[src/rtl/l2_write_merge_buf_if.sv]
`default_nettype none
// ============================================================================
// Module  : l2_write_merge_buf_if
// Brief   : Store-request and merged-line handshake bundle for the L2 write
//           merge buffer.
// Revision: 1.0
// ============================================================================
interface l2_write_merge_buf_if #(
    parameter int WORDS_PER_LINE = 4,
    parameter int BITS_PER_WORD  = 64,
    parameter int LINE_ADDR_W    = 28
);
    localparam int c_BPW_B  = BITS_PER_WORD / 8;
    localparam int c_WOFF_W = (WORDS_PER_LINE > 1) ? $clog2(WORDS_PER_LINE) : 1;
    localparam int c_BOFF_W = $clog2(c_BPW_B);
    localparam int c_LINE_W = WORDS_PER_LINE * BITS_PER_WORD;
    localparam int c_MASK_W = WORDS_PER_LINE * c_BPW_B;

    logic                     req_valid;
    logic                     req_ready;
    logic [LINE_ADDR_W-1:0]   req_line_addr;
    logic [c_WOFF_W-1:0]      req_w_off;
    logic [c_BOFF_W-1:0]      req_b_off;
    logic [2:0]               req_hsize;
    logic [BITS_PER_WORD-1:0] req_word;
    logic                     flush;
    logic                     out_valid;
    logic                     out_ready;
    logic [LINE_ADDR_W-1:0]   out_line_addr;
    logic [c_LINE_W-1:0]      out_line;
    logic [c_MASK_W-1:0]      out_mask;

    modport master (
        output req_valid, req_line_addr, req_w_off, req_b_off, req_hsize,
               req_word, flush, out_ready,
        input  req_ready, out_valid, out_line_addr, out_line, out_mask
    );

    modport slave (
        input  req_valid, req_line_addr, req_w_off, req_b_off, req_hsize,
               req_word, flush, out_ready,
        output req_ready, out_valid, out_line_addr, out_line, out_mask
    );
endinterface
`default_nettype wire

[src/rtl/l2_write_merge_buf.sv]
`default_nettype none
// ============================================================================
// Module  : l2_write_merge_buf
// Brief   : Single-line write-combining buffer merging sub-line stores into a
//           held line image with a byte mask, drained over valid/ready.
// Revision: 1.0
// ============================================================================
module l2_write_merge_buf #(
    parameter int WORDS_PER_LINE = 4,
    parameter int BITS_PER_WORD  = 64,
    parameter int LINE_ADDR_W    = 28,
    parameter int TIMEOUT        = 16
) (
    input  logic                clk,
    input  logic                rst,
    l2_write_merge_buf_if.slave bus
);
    localparam int c_BPW_B     = BITS_PER_WORD / 8;
    localparam int c_LINE_B    = WORDS_PER_LINE * c_BPW_B;
    localparam int c_LINE_W    = WORDS_PER_LINE * BITS_PER_WORD;
    localparam int c_WOFF_W    = (WORDS_PER_LINE > 1) ? $clog2(WORDS_PER_LINE) : 1;
    localparam int c_BOFF_W    = $clog2(c_BPW_B);
    localparam int c_LOG2_BPW  = $clog2(c_BPW_B);
    localparam int c_CNT_W     = (TIMEOUT > 2) ? $clog2(TIMEOUT) : 1;
    localparam logic [c_CNT_W-1:0] c_TO_LAST = c_CNT_W'((TIMEOUT > 0) ? TIMEOUT - 1 : 0);

    typedef enum logic [1:0] {
        S_IDLE  = 2'd0,
        S_FILL  = 2'd1,
        S_DRAIN = 2'd2
    } state_t;

    state_t                 r_state;
    logic [LINE_ADDR_W-1:0] r_addr;
    logic [c_LINE_W-1:0]    r_line;
    logic [c_LINE_B-1:0]    r_mask;
    logic [c_CNT_W-1:0]     r_cnt;
    logic                   r_out_valid;

    logic [2:0]             w_lsz;
    logic [c_BPW_B-1:0]     w_lane_sel;
    logic [WORDS_PER_LINE-1:0] w_word_hit;
    logic [c_LINE_B-1:0]    w_wr_mask;
    logic [c_LINE_W-1:0]    w_base_line;
    logic [c_LINE_B-1:0]    w_base_mask;
    logic [c_LINE_W-1:0]    w_merged_line;
    logic [c_LINE_B-1:0]    w_merged_mask;
    logic                   w_full;
    logic                   w_match;

    // Sizes wider than a word (e.g. WORD_64 on a 32-bit word) collapse to a full word.
    assign w_lsz = (bus.req_hsize > 3'(c_LOG2_BPW)) ? 3'(c_LOG2_BPW) : bus.req_hsize;

    // A lane is selected when it falls in the same size-aligned block as b_off.
    for (genvar gb = 0; gb < c_BPW_B; gb++) begin : g_lane
        assign w_lane_sel[gb] = ((c_BOFF_W'(gb) >> w_lsz) == (bus.req_b_off >> w_lsz));
    end

    for (genvar gw = 0; gw < WORDS_PER_LINE; gw++) begin : g_hit
        assign w_word_hit[gw] = (bus.req_w_off == c_WOFF_W'(gw));
    end

    // A fresh line in IDLE starts from zero data and an empty mask.
    assign w_base_line = (r_state == S_IDLE) ? '0 : r_line;
    assign w_base_mask = (r_state == S_IDLE) ? '0 : r_mask;

    for (genvar gw = 0; gw < WORDS_PER_LINE; gw++) begin : g_word
        for (genvar gb = 0; gb < c_BPW_B; gb++) begin : g_byte
            localparam int c_IDX = gw * c_BPW_B + gb;
            assign w_wr_mask[c_IDX] = w_word_hit[gw] & w_lane_sel[gb];
            assign w_merged_line[8*c_IDX +: 8] = w_wr_mask[c_IDX] ? bus.req_word[8*gb +: 8]
                                                                  : w_base_line[8*c_IDX +: 8];
        end
    end

    assign w_merged_mask = w_base_mask | w_wr_mask;
    assign w_full        = &w_merged_mask;
    assign w_match       = (bus.req_line_addr == r_addr);

    // Flush wins over a same-cycle matching store, so the store is held off.
    assign bus.req_ready = (r_state == S_IDLE) ||
                           ((r_state == S_FILL) && w_match && !bus.flush);

    assign bus.out_valid     = r_out_valid;
    assign bus.out_line_addr = r_addr;
    assign bus.out_line      = r_line;
    assign bus.out_mask      = r_mask;

    always_ff @(posedge clk or negedge rst) begin
        if (!rst) begin
            r_state     <= S_IDLE;
            r_addr      <= '0;
            r_line      <= '0;
            r_mask      <= '0;
            r_cnt       <= '0;
            r_out_valid <= 1'b0;
        end else begin
            case (r_state)
                S_IDLE: begin
                    if (bus.req_valid) begin
                        r_addr <= bus.req_line_addr;
                        r_line <= w_merged_line;
                        r_mask <= w_merged_mask;
                        r_cnt  <= '0;
                        if (w_full) begin
                            r_state     <= S_DRAIN;
                            r_out_valid <= 1'b1;
                        end else begin
                            r_state <= S_FILL;
                        end
                    end
                end
                S_FILL: begin
                    if (bus.flush) begin
                        r_state     <= S_DRAIN;
                        r_out_valid <= 1'b1;
                    end else if (bus.req_valid && w_match) begin
                        r_line <= w_merged_line;
                        r_mask <= w_merged_mask;
                        r_cnt  <= '0;
                        if (w_full) begin
                            r_state     <= S_DRAIN;
                            r_out_valid <= 1'b1;
                        end
                    end else if (bus.req_valid) begin
                        // Conflicting line: drain first, the request stays pending upstream.
                        r_state     <= S_DRAIN;
                        r_out_valid <= 1'b1;
                    end else if (TIMEOUT != 0) begin
                        if (r_cnt == c_TO_LAST) begin
                            r_state     <= S_DRAIN;
                            r_out_valid <= 1'b1;
                        end else begin
                            r_cnt <= r_cnt + 1'b1;
                        end
                    end
                end
                S_DRAIN: begin
                    if (bus.out_ready) begin
                        r_state     <= S_IDLE;
                        r_out_valid <= 1'b0;
                        r_mask      <= '0;
                        r_cnt       <= '0;
                    end
                end
                default: begin
                    r_state     <= S_IDLE;
                    r_out_valid <= 1'b0;
                end
            endcase
        end
    end
endmodule
`default_nettype wire

[src/flat_wrapper.sv]
// flat-port wrapper written by rule: the top's interface ports become plain ports
module l2_write_merge_buf_flat 
#(
    parameter int WORDS_PER_LINE = 4,
    parameter int BITS_PER_WORD  = 64,
    parameter int LINE_ADDR_W    = 28,
    parameter int TIMEOUT        = 16
)
  (clk, rst, bus_req_valid, bus_req_line_addr, bus_req_w_off, bus_req_b_off, bus_req_hsize, bus_req_word, bus_flush, bus_out_ready, bus_req_ready, bus_out_valid, bus_out_line_addr, bus_out_line, bus_out_mask);
  l2_write_merge_buf_if #(.WORDS_PER_LINE(WORDS_PER_LINE), .BITS_PER_WORD(BITS_PER_WORD), .LINE_ADDR_W(LINE_ADDR_W)) bus_i ();
  input  logic clk;
  input  logic rst;
  input wire logic [$bits(bus_i.req_valid)-1:0] bus_req_valid;
  input wire logic [$bits(bus_i.req_line_addr)-1:0] bus_req_line_addr;
  input wire logic [$bits(bus_i.req_w_off)-1:0] bus_req_w_off;
  input wire logic [$bits(bus_i.req_b_off)-1:0] bus_req_b_off;
  input wire logic [$bits(bus_i.req_hsize)-1:0] bus_req_hsize;
  input wire logic [$bits(bus_i.req_word)-1:0] bus_req_word;
  input wire logic [$bits(bus_i.flush)-1:0] bus_flush;
  input wire logic [$bits(bus_i.out_ready)-1:0] bus_out_ready;
  output wire logic [$bits(bus_i.req_ready)-1:0] bus_req_ready;
  output wire logic [$bits(bus_i.out_valid)-1:0] bus_out_valid;
  output wire logic [$bits(bus_i.out_line_addr)-1:0] bus_out_line_addr;
  output wire logic [$bits(bus_i.out_line)-1:0] bus_out_line;
  output wire logic [$bits(bus_i.out_mask)-1:0] bus_out_mask;
  assign bus_i.req_valid = bus_req_valid;
  assign bus_i.req_line_addr = bus_req_line_addr;
  assign bus_i.req_w_off = bus_req_w_off;
  assign bus_i.req_b_off = bus_req_b_off;
  assign bus_i.req_hsize = bus_req_hsize;
  assign bus_i.req_word = bus_req_word;
  assign bus_i.flush = bus_flush;
  assign bus_i.out_ready = bus_out_ready;
  assign bus_req_ready = bus_i.req_ready;
  assign bus_out_valid = bus_i.out_valid;
  assign bus_out_line_addr = bus_i.out_line_addr;
  assign bus_out_line = bus_i.out_line;
  assign bus_out_mask = bus_i.out_mask;
  l2_write_merge_buf #(.WORDS_PER_LINE(WORDS_PER_LINE), .BITS_PER_WORD(BITS_PER_WORD), .LINE_ADDR_W(LINE_ADDR_W), .TIMEOUT(TIMEOUT)) u_core (.clk(clk), .rst(rst), .bus(bus_i));
endmodule
[config.mk]
export PLATFORM = sky130hd
export DESIGN_NAME = l2_write_merge_buf_flat
export DESIGN_NICKNAME = d
export VERILOG_FILES = /design/src/rtl/l2_write_merge_buf_if.sv /design/src/rtl/l2_write_merge_buf.sv /design/src/flat_wrapper.sv
export SDC_FILE = /design/constraint.sdc
export NUM_CORES = 1
export LEC_CHECK = 0
export ABC_AREA = 1
export CAP_MARGIN = 0
export CELL_PAD_IN_SITES_DETAIL_PLACEMENT = 1
export CELL_PAD_IN_SITES_GLOBAL_PLACEMENT = 1
export CORE_ASPECT_RATIO = 0.6
export CORE_MARGIN = 1
export CORE_UTILIZATION = 37
export DETAILED_ROUTE_END_ITERATION = 7
export PLACE_DENSITY_LB_ADDON = 0.1
export RECOVER_POWER = 100
export REMOVE_ABC_BUFFERS = 1
export SYNTH_ARGS = -nofsm -noshare
export SYNTH_HDL_FRONTEND = slang
export SYNTH_SLANG_ARGS = --single-unit
[constraint.sdc]
create_clock -name clk -period 3.1 [get_ports clk]
set_input_delay 0.62 -clock clk [delete_from_list [all_inputs] [get_ports clk]]
set_output_delay 0.62 -clock clk [all_outputs]
set_load 0.01 [all_outputs]
==> out/qor.csv <==
metric;value;unit
most frequent cells in the layout;nand2_1, dfrtp_1, dlygate4sd3_1;
outcome;complete, but fails checks;
Hold WC Path Type;in2reg;
Final Util;56.0;%
critical path peak fanout;2;
combinational share of power;35.7;%
TNS Setup;0;ns
Worst-Skew Late Latency;0.52;ns
Via Count;14175;
clk sinks;323;
DR DRC count;0;
GRT Total Usage;28.1;%
vias in the first global route;14940;
initial antenna violation count;2;
Worst Setup End Kind;primary output;
Pwr Total;16.4;mW
M1 GR Usage;38.5;%
fmax;0.330;GHz
EDFF count, synth;0;
failing checks;capacitance limit, slew limit;
root buf cell;clkbuf_16;
CP arrival;2.41;ns
Least-Margin Pin Slew;1.97;ns
Synth top area share;57.0;%
met2 usage;45.2;%
pin count of the biggest net entering global routing;69;
TritonCTS clock tree;yes;
I/O Pins;423;
Placer Congestion;0.874;
layout cells sized above 1;9.18;%
sw power;5.86;mW
final hold violation count;0;
leakage;11.5;nW
final setup skew;0.0117;ns
busiest grt layer;met2;
area of the mapped netlist;14200;µm²
Pins Over Slew Limit;68;
ys async rst share;100;%
max-cap violation count;1;
grt ovf;0;
Post-Layout Cell Count;2759;
Yosys top cell by area;dfrtp_1;
WS Path Type;in2out;
CTS buffer count;34;
Sequential Power Share;35.9;%
final setup vio count;0;
Die Ht;154;µm
num rows;55;
YS warnings;0;
worst reg-to-reg path cell count;11;
cell count after synthesis;1688;
Area Growth Syn to Fin;48.9;%
crit path cell chain;clkdlybuf4s50_1 -> xnor2_1 -> nand4_1 -> nor3b_4 -> and2_4 -> nand2_2 -> a21oi_4 -> buf_6;
core area;37700;µm²
DIE WIDTH;255;µm
post-route antenna net violation count;0;
main area contributors after synthesis;dfrtp_1, nand2_1, nand3_1, inv_1, o21ai_0;
Req. time, crit path;2.48;ns
vias per inst;5.14;
Worst slew margin;-31.0;%
detailed placement HPWL;40.5;mm
# nets final;2331;
Yosys cell types;32;
ys flop type;dfrtp_1;
switching part of the total power;35.7;%
worst hold slack;0.387;ns
Fillers;4512;
sequential area share after synthesis;57.0;%
die area;39200;µm²
Internal Power;10.5;mW
PD cells;776;nW/µm²
slowest cell on the critical path;clkdlybuf4s50_1;
number of I/O port buffers;422;
commonest non-fill, non-tap cell in the layout;nand2_1;
Reg clk slew, reported paths;0.06;ns
TritonRoute pass-1 iters;5;
clock power share;28.4;%
min cycle time layout;3.03;ns
placed cells;2697;
post-synthesis register bit count;323;
first-pass GRT wire length;86.0;mm
delay of the slowest critical-path stage;0.44;ns
H-tree levels;2;
startpoint types;input port;
hold depth;3;
GR Util met3;5.74;%
Max Buffers Root-to-Sink;3;
Max IR drop VDD;472;µV
wire length per cell;19.9;µm
syn_area_per_cell;8.40;µm²
Starting DRT DRC Count;974;
Starting Density;37.6;%
final worst-path cycle share;97.7;%
total wire length;54.8;mm
registers in the layout, summed over array words and instances, names as in the netlist:
| name | count |
|---|---|
| u_core.bus.out_mask | 32 |
| u_core.bus.out_valid | 1 |
| u_core.r_state | 2 |
| u_core.r_cnt | 4 |
| u_core.bus.out_line_addr | 28 |
| u_core.bus.out_line | 256 |
final cells by class:
class	count	area, µm²	share of cell area (%)
multi-input combinational	1212	5450	25.8
clock inverter	14	250	1.18
clock buffer	46	1010	4.78
antenna	2	5.00	0.0237
sequential	323	8080	38.3
inverter	102	388	1.84
timing repair buffer	547	5300	25.1
tap	513	642	3.04
critical path, delay by kind of cell:
family | cells | cell delay [ns]
simple gates | 4 | 0.79
buf+inv | 2 | 0.57
xor+xnor | 1 | 0.24
compound gates | 1 | 0.18
Yosys cell counts (12+ instances only):
library cell	n
clkbuf_1	15
nand4_1	22
clkinv_1	30
nand2_1	731
a21oi_1	31
inv_1	68
buf_6	12
dfrtp_1	323
nand3_1	293
xnor2_1	21
buf_2	21
o21ai_0	50
nor2_1	23
power by group through the flow:
stage | Clock (mW) | Sequential [mW] | Combinational [mW]
6_report | 4.65 | 5.89 | 5.86
5_1_grt | 4.87 | 6.01 | 6.36
4_1_cts | 4.72 | 5.93 | 6.28
3_5_place_dp | 0 | 5.98 | 6.23
3_3_place_gp | 0 | 5.94 | 6.06
2_1_floorplan | 0 | 6.29 | 2.00
path summary, 6_finish.rpt:
path	from	to	slack [ns]
max	bus_req_line_addr[5]	bus_req_ready	0.07
min	bus_req_line_addr[27]	u_core.bus.out_line_addr[27]	0.39
max reg2reg	u_core.bus.out_line_addr[26]	u_core.bus.out_line[203]	0.56
min reg2reg	u_core.bus.out_line[24]	u_core.bus.out_line[24]	0.48
max in group asynchronous	rst	u_core.bus.out_line[243]	0.52
min in group asynchronous	rst	u_core.bus.out_line[112]	0.62
routing by layer:
layer | vias up | wire length [µm]
li1 | 6513 | -
met1 | 7193 | 24400
met2 | 382 | 25700
met3 | 87 | 3240
met4 | 0 | 1420
met5 | - | 0
what timing repair did:
action | CTS | global route
buffers inserted | 0 | 0
pin swaps | 0 | 4
hold buffers | 0 | 0
resized for setup | 7 | 14
hold endpoints to repair | 0 | 0
endpoints found under the setup margin | 1 | 4
through the flow:
stage	setup WS, ns	cell area (µm²)
after global routing	-0.0137	21100
after floorplan	-2.36	13900
after CTS	0.0569	21200
after global placement	-0.421	19900
final	0.0718	21100
after detailed placement	-0.440	19900
cells by family (layout without fill, tap and decap cells):
kind of cell | count (synthesis) | after routing | synth area share [%]
flops | 323 | 323 | 57.0
simple gates | 1090 | 1090 | 32.4
fa+ha+maj | 6 | 6 | 0.529
other cells | 0 | 2 | 0
xor+xnor | 27 | 27 | 1.67
compound gates | 89 | 89 | 3.48
buf+inv | 153 | 709 | 4.95
Power figures use the tool's default switching activity.
